**src/rtl/pipe_stage_reg.sv**
```systemverilog
// pipe_stage_reg: valid/ready pipeline stage register carrying an
// opcode / rd / branch-result / ALU-result bundle, with synchronous flush
// and a saturating back-pressure counter.
// Build option: define PIPE_SKID_EN for a two-entry stage (main + skid)
// with a registered in_ready; otherwise a single-entry stage whose
// in_ready follows out_ready combinationally.
module pipe_stage_reg #(
    parameter int OP_W   = 5,
    parameter int RD_W   = 9,
    parameter int BR_W   = 7,
    parameter int DATA_W = 32,
    parameter int CNT_W  = 16
) (
    input  logic              clk,
    input  logic              rst_n,
    input  logic              flush,
    input  logic              in_valid,
    output logic              in_ready,
    input  logic [OP_W-1:0]   OpCode,
    input  logic [RD_W-1:0]   RdOut,
    input  logic [BR_W-1:0]   BranchResult,
    input  logic [DATA_W-1:0] AluResult,
    output logic              out_valid,
    input  logic              out_ready,
    output logic [OP_W-1:0]   OpCodeOut,
    output logic [RD_W-1:0]   RdOutOut,
    output logic [BR_W-1:0]   BranchResultOut,
    output logic [DATA_W-1:0] AluResultOut,
    output logic [CNT_W-1:0]  StallCnt
);

    logic accept;
    logic drain;
    logic load_main;
    logic [OP_W-1:0]   src_op;
    logic [RD_W-1:0]   src_rd;
    logic [BR_W-1:0]   src_br;
    logic [DATA_W-1:0] src_alu;

    assign accept = in_valid && in_ready;
    assign drain  = out_valid && out_ready;

`ifdef PIPE_SKID_EN
    logic              skid_valid;
    logic              load_skid;
    logic [OP_W-1:0]   skid_op;
    logic [RD_W-1:0]   skid_rd;
    logic [BR_W-1:0]   skid_br;
    logic [DATA_W-1:0] skid_alu;

    // in_ready comes straight from a flop, so out_ready never reaches it
    assign in_ready = !skid_valid;

    // main loads from skid when the skid entry moves up, else from the input
    always_comb begin
        load_main = 1'b0;
        load_skid = 1'b0;
        src_op    = OpCode;
        src_rd    = RdOut;
        src_br    = BranchResult;
        src_alu   = AluResult;
        if (!flush) begin
            if (skid_valid) begin
                load_main = drain;
                src_op    = skid_op;
                src_rd    = skid_rd;
                src_br    = skid_br;
                src_alu   = skid_alu;
            end else if (accept) begin
                load_main = !out_valid || out_ready;
                load_skid = out_valid && !out_ready;
            end
        end
    end

    // occupancy of main and skid; skid is only ever full behind a full main
    always_ff @(posedge clk or negedge rst_n) begin
        if (!rst_n) begin
            out_valid  <= 1'b0;
            skid_valid <= 1'b0;
        end else if (flush) begin
            out_valid  <= 1'b0;
            skid_valid <= 1'b0;
        end else if (skid_valid) begin
            if (drain)
                skid_valid <= 1'b0;
        end else if (accept) begin
            if (!out_valid || out_ready)
                out_valid <= 1'b1;
            else
                skid_valid <= 1'b1;
        end else if (drain) begin
            out_valid <= 1'b0;
        end
    end

    // skid data captures only when main is stalled full
    always_ff @(posedge clk or negedge rst_n) begin
        if (!rst_n) begin
            skid_op  <= '0;
            skid_rd  <= '0;
            skid_br  <= '0;
            skid_alu <= '0;
        end else if (load_skid) begin
            skid_op  <= OpCode;
            skid_rd  <= RdOut;
            skid_br  <= BranchResult;
            skid_alu <= AluResult;
        end
    end
`else
    assign in_ready = !out_valid || out_ready;

    // single entry: main only ever loads from the input
    always_comb begin
        load_main = accept && !flush;
        src_op    = OpCode;
        src_rd    = RdOut;
        src_br    = BranchResult;
        src_alu   = AluResult;
    end

    // main occupancy: flush beats accept beats drain
    always_ff @(posedge clk or negedge rst_n) begin
        if (!rst_n)
            out_valid <= 1'b0;
        else if (flush)
            out_valid <= 1'b0;
        else if (accept)
            out_valid <= 1'b1;
        else if (drain)
            out_valid <= 1'b0;
    end
`endif

    // output bundle changes only on a load; flush leaves it untouched
    always_ff @(posedge clk or negedge rst_n) begin
        if (!rst_n) begin
            OpCodeOut       <= '0;
            RdOutOut        <= '0;
            BranchResultOut <= '0;
            AluResultOut    <= '0;
        end else if (load_main) begin
            OpCodeOut       <= src_op;
            RdOutOut        <= src_rd;
            BranchResultOut <= src_br;
            AluResultOut    <= src_alu;
        end
    end

    // saturating count of stalled-output cycles, cleared only by reset
    always_ff @(posedge clk or negedge rst_n) begin
        if (!rst_n)
            StallCnt <= '0;
        else if (out_valid && !out_ready && (StallCnt != {CNT_W{1'b1}}))
            StallCnt <= StallCnt + CNT_W'(1);
    end

endmodule

```
**config.mk**
```make
export PLATFORM = sky130hd
export DESIGN_NAME = pipe_stage_reg
export DESIGN_NICKNAME = d
export VERILOG_FILES = /design/src/rtl/pipe_stage_reg.sv
export SDC_FILE = /design/constraint.sdc
export NUM_CORES = 1
export LEC_CHECK = 0
export BUFFER_PORTS_ARGS = -buffer_cell sky130_fd_sc_hd__buf_2
export CAP_MARGIN = 25
export CORE_MARGIN = 10
export CORE_UTILIZATION = 47
export DETAILED_ROUTE_END_ITERATION = 6
export GPL_ROUTABILITY_DRIVEN = 0
export GPL_TIMING_DRIVEN = 0
export PLACE_DENSITY = 0.79
export SLEW_MARGIN = 20
export SYNTH_ARGS = -nofsm -noshare
export SYNTH_HDL_FRONTEND = slang
export SYNTH_SLANG_ARGS = --single-unit
```
**constraint.sdc**
```tcl
create_clock -name clk -period 2.2 [get_ports clk]
set_input_delay 0.11 -clock clk [delete_from_list [all_inputs] [get_ports clk]]
set_output_delay 0.11 -clock clk [all_outputs]
set_load 0.02 [all_outputs]
```
==> run summary, run 1 <==
Clock Latency Late Sink: 330 ps
largest cells by area after synthesis: dfrtp_1, mux2_2, xor2_1
fraction of the mapped netlist area in simple logic gates: 0.0733
reg2reg setup slack: 440 ps
Syn. warnings: 0
total track usage: 0.166
worst vdd ir: 0.715 mV
Post-CTS Setup Bufs: 0
cells on worst reg2reg path: 6
die area: 9580 µm²
Mapped Nets: 255
Hold/Removal Path Class: input port to register
final hold vios: 0
Synth Instances: 196
largest family of logic cells by synthesized area: multiplexers
num rows: 28
Worst-Margin Slew: 353 ps
Detailed Route WL: 8280 µm
critical path's top delay family: simple AND/OR/NAND/NOR gates
vias after detailed routing: 2,256
Critical-path top delay cell: dfrtp_1
slowest cell delay on critical path: 430 ps
Vias per Instance: 4.88
status: finished clean
period utilization: 0.801
TritonCTS Sinks: 70
multiplexer area fraction after synthesis: 0.217
Max Cap Violations: 0
Worst Path Max Fanout: 7
final setup fails: 0
Synth Cell Area: 2850 µm²
PortBufs: 128
Max Fclk: 567 MHz
Yosys top cell area share: 0.615
RR Endpoint: StallCnt[12]
drt wl/cell: 17.9 µm
Slew Viols, Final: 0
TritonCTS Buffers: 9
Adder-Cell Fraction of Synth Area: 0.00439
Rel. slew slack: 0.762
die width: 97.9 µm
Synth Area in Compound Gates: 0.0233
CTS tree: done
Clk pin slew, worst setup/hold paths: 70 ps
commonest non-fill, non-tap cell in the layout: buf_2
initial antenna violation count: 0
sw frac: 0.311
P_leak: 2.11 nW
commonest cells after routing, fill and taps aside: buf_2, dfrtp_1, mux2_2
largest net degree at the start of global routing: 46
GRT overflow: 0
synthesized area per cell: 14.5 µm²
Synth Area in XOR/XNOR: 0.0369
FF+latch count, synth: 70
Final #Nets: 441
share of cells above drive strength 1: 0.550
P_sw: 0.00119 W
core area: 5890 µm²
DRC Markers: 0
Worst Skew: 6.64 ps
critical path required time: 2450 ps
CP startpoint kind: register
vias in the first global route: 2,442
Reg power frac: 0.433
post-route cell area: 4300 µm²
htree depth: 3
# diodes: 0
crit end category: register
internal power: 0.00263 W
stages on the worst setup path: 6
critical path class: register to register
combinational share of power: 0.255
Tmin final: 1760 ps
crit path buf inv count: 1
cell taking the most area after synthesis: dfrtp_1
Cell variety after synth: 30
Top Ports: 129
RSZ-0062 raised after global routing: false
layout overhead on the synthesized area: 50.9%
PD cells: 889 nW/µm²
initial core utilization: 0.484
hold depth: 2
clock network fraction of design power: 0.312
DP HPWL: 5680 µm
Worst Path Arrival: 2010 ps
HP Start: RdOut[4]
initial drt markers: 32
DP Area: 3610 µm²
Final TNS setup: 0 ps
DR pass1 iterations: 4
hold path endpoint: RdOutOut[4]
Die Y: 97.9 µm
Reg2Reg Launch Point: StallCnt[0]
CTS root buf: clkbuf_8
first-pass GRT wire length: 13,000 µm
post-route ant nets: 0
crit-path cells: ha_1 -> and3_1 -> buf_4 -> nand4_1 -> nor2_1 -> mux2i_1
sequential share of the synthesized area: 0.615
Pwr Total: 0.00382 W
clk buf depth: 2
==> Yosys cell counts <==
master,count
nand4_1,5
inv_1,3
dfrtp_1,70
xor2_1,8
ha_1,1
nand3_1,5
inv_4,1
a21oi_1,4
nor4_1,1
or2_1,1
mux2_1,1
mux2_2,53
and3_1,4
a211oi_2,2
nor2_1,7
nor4_2,2
nand2_1,5
and4bb_1,1
mux2i_1,1
nor3_1,2
o21ai_0,1
buf_6,1
nor3b_1,1
buf_4,7
nor2b_2,1
buf_2,1
xnor2_1,4
o21a_1,1
a21oi_2,1
or3_1,1
==> worst reg2reg max path, cell delays in order, from the launching register on <==
cell     delay, ps
dfrtp_1        430
ha_1           220
and3_1         160
buf_4          160
nand4_1        280
nor2_1         220
mux2i_1        220
==> flip-flops by register name (all words and copies together) (netlist names) <==
signal           flops
out_valid            1
StallCnt            16
OpCodeOut            5
RdOutOut             9
AluResultOut        32
BranchResultOut      7
==> worst max-delay path by stage <==
stage	end	slack, ps	start
floorplan	AluResultOut[0]	500	out_valid
global placement	AluResultOut[25]	490	out_valid
detailed placement	StallCnt[12]	450	StallCnt[0]
CTS	BranchResultOut[4]	430	out_valid
global route	OpCodeOut[4]	230	out_valid
finish	StallCnt[12]	440	StallCnt[0]
==> power groups by stage <==
stage / Sequential (W) / Combinational, W / Clock (W)
5_1_grt: 0.00169 / 0.00104 / 0.00128
2_1_floorplan: 0.00193 / 0.000258 / 0
3_3_place_gp: 0.00165 / 0.000888 / 0
6_report: 0.00166 / 0.000974 / 0.00119
4_1_cts: 0.00165 / 0.000967 / 0.00121
3_5_place_dp: 0.00167 / 0.000914 / 0
==> stage by stage <==
step / cells / hold slack, ps / util / setup slack, ps
floorplan: 196 / -186 / - / 496
global placement: 399 / 281 / 0.609 / 490
detailed placement: 400 / 47.6 / 0.613 / 453
CTS: 452 / 0.380 / 0.713 / 432
global route: 462 / -0.385 / 0.730 / 227
finish: 462 / 18.4 / 0.730 / 437
==> metal layers <==
metal	vias to the layer above	global-route usage	wire (µm)
met4	0	0.0336	43
li1	1057	-	-
met1	1108	0.197	3450
met2	84	0.276	4180
met5	-	0	0
met3	7	0.0698	606
==> layout make-up <==
class	count	area, µm²
plain buffers	9	68.8
clock buffers	12	155
clock inverters	4	77.6
fillers	396	1590
inverters	4	17.5
multi-input cells	113	1010
flip-flops and latches	70	1750
well taps	75	93.8
repair buffers	175	1120
==> cells by family (layout without fill, tap and decap cells) <==
kind of cell	after synthesis	in the layout
buf+inv	13	204
simple gates	36	36
compound gates	9	9
xor+xnor	12	12
mux	55	55
fa+ha+maj	1	1
flops	70	70
==> what timing repair did <==
item                      in CTS  in global routing
hold buffers                  36                 10
gates resized for setup        0                  0
hold endpoints to repair      59                 10
Power figures use the tool's default switching activity.
==> run 2: changes to the inputs <==
Clock period 2.2 ns to 1.8 ns, I/O delays scaled along.
==> run 2 against run 1 <==
Effect of this change: power increased by 23%; combinational power rose by 24%; largest cell class unchanged; die area stayed put; first-iteration DRC count increased by 69%; sequential cell count did not move; register-to-register slack worse by 330 ps; sequential power rose by 22%; largest power group unchanged; worst hold slack worse by 9.9 ps; via count up 2.8%; setup slack got worse by 330 ps; final cell count increased by 2.6%.
==> run summary, run 2 (same netlist as run 1, synthesis figures left out) <==
status: finished clean
placed instance count: 400
commonest cells after routing, fill and taps aside: buf_2, dfrtp_1, dlygate4sd3_1
Hold/Removal Path Class: input port to register
first-pass GRT wire length: 13,800 µm
Rel. slew slack: 0.754
Max Fclk: 591 MHz
TritonCTS Sinks: 70
Die Y: 97.9 µm
Clk pin slew, worst setup/hold paths: 70 ps
commonest non-fill, non-tap cell in the layout: buf_2
Slew Viols, Final: 0
clk buf depth: 2
Worst Skew: 6.00 ps
vias in the first global route: 2,581
Final #Nets: 453
worst vdd ir: 0.881 mV
Pwr Total: 0.00470 W
Max Cap Violations: 0
# diodes: 0
critical path required time: 2020 ps
period utilization: 0.941
RR Endpoint: StallCnt[1]
CTS tree: done
Non-Filler Instances: 474
Worst Path Max Fanout: 10
Detailed Route WL: 8590 µm
vias after detailed routing: 2,319
layout overhead on the synthesized area: 55.1%
DRC Markers: 0
max FFs per register: 32
GRT overflow: 0
Vias per Instance: 4.89
TritonCTS Buffers: 9
Worst Path Arrival: 1910 ps
PortBufs: 128
num rows: 28
Clock Latency Late Sink: 340 ps
CP startpoint kind: register
initial core utilization: 0.484
initial antenna violation count: 0
share of cells above drive strength 1: 0.544
DP HPWL: 5680 µm
hold path endpoint: BranchResultOut[4]
die width: 97.9 µm
htree depth: 3
Top Ports: 129
HP Start: BranchResult[4]
total track usage: 0.176
DR pass1 iterations: 4
Reg2Reg Launch Point: StallCnt[4]
final hold vios: 0
final setup fails: 0
reg2reg setup slack: 110 ps
critical path class: register to register
post-route ant nets: 0
initial drt markers: 54
drt wl/cell: 18.1 µm
Worst-Margin Slew: 366 ps
top flop regs: AluResultOut (32), StallCnt (16), RdOutOut (9)
cells on worst reg2reg path: 5
Biggest register: AluResultOut
P_leak: 2.17 nW
CTS root buf: clkbuf_8
hold depth: 2
crit end category: register
core area: 5890 µm²
PD cells: 1060 nW/µm²
Tmin final: 1690 ps
die area: 9580 µm²
largest net degree at the start of global routing: 46
-- run 2: changes by cell type in the layout (fill, tap and decap cells not counted) --
cell	before	now
dlygate4sd3_1	46	55
buf_4	8	12
buf_2	128	127
nor3b_1	1	0
nor3b_2	0	1
-- run 2: repair_timing --
action,in CTS,in global routing
setup endpoints to repair,0,54
endpoints found under the hold margin,77,1
buffers inserted,0,3
gates resized for setup,0,3
hold buffers,54,1
-- run 2: area by class of cell --
class                   instances  area (µm²)
flip-flops and latches         70        1750
fillers                       376        1470
repair buffers                187        1240
multi-input cells             113        1020
clock buffers                  12         155
well taps                      75        93.8
clock inverters                 4        77.6
plain buffers                   9        71.3
inverters                       4        17.5
-- run 2: critical path, cell delays in order, from the launching register on --
cell	delay, ps
dfrtp_1	450
and3_1	230
and4bb_1	210
buf_4	180
a21oi_2	180
mux2_1	340
-- run 2: power by group --
group	switching [W]	total, W	internal, W	leakage, nW
registers	0.000196	0.00203	0.00183	0.840
clock network	0.000592	0.00146	0.000865	0.117
logic	0.000676	0.00121	0.000536	1.21
total	0.00146	0.00470	0.00323	2.17
-- run 2: stage by stage --
stage / setup slack (ps) / area [µm²] / hold WS (ps) / TNS [ps] / util
global placement: 90.1 / 3580 / 261 / 0 / 0.609
floorplan: 96.2 / 2850 / -206 / 0 / -
global route: -4.49 / 4420 / 4.09 / -4.49 / 0.751
CTS: 32.0 / 4380 / 2.13 / 0 / 0.744
finish: 107 / 4420 / 8.57 / 0 / 0.751
detailed placement: 52.8 / 3610 / 27.6 / 0 / 0.613
-- run 2: metal layers --
layer	global-route usage	wire length [µm]	share of wire	vias to the layer above
met3	0.0740	592	0.069	6
met5	0	0	0	-
met1	0.196	3570	0.42	1140
li1	-	-	-	1083
met2	0.310	4390	0.51	90
met4	0.0336	37	0.0043	0
-- run 2: worst max path at each step --
stage / start / to / slack [ps] / cells after the start
5_1_grt: StallCnt[0] / StallCnt[10] / -4 / 7
3_3_place_gp: out_valid / AluResultOut[25] / 90 / 6
3_5_place_dp: StallCnt[0] / StallCnt[12] / 50 / 6
4_1_cts: out_valid / BranchResultOut[4] / 30 / 6
6_report: StallCnt[4] / StallCnt[1] / 110 / 5
2_1_floorplan: out_valid / AluResultOut[0] / 100 / 6
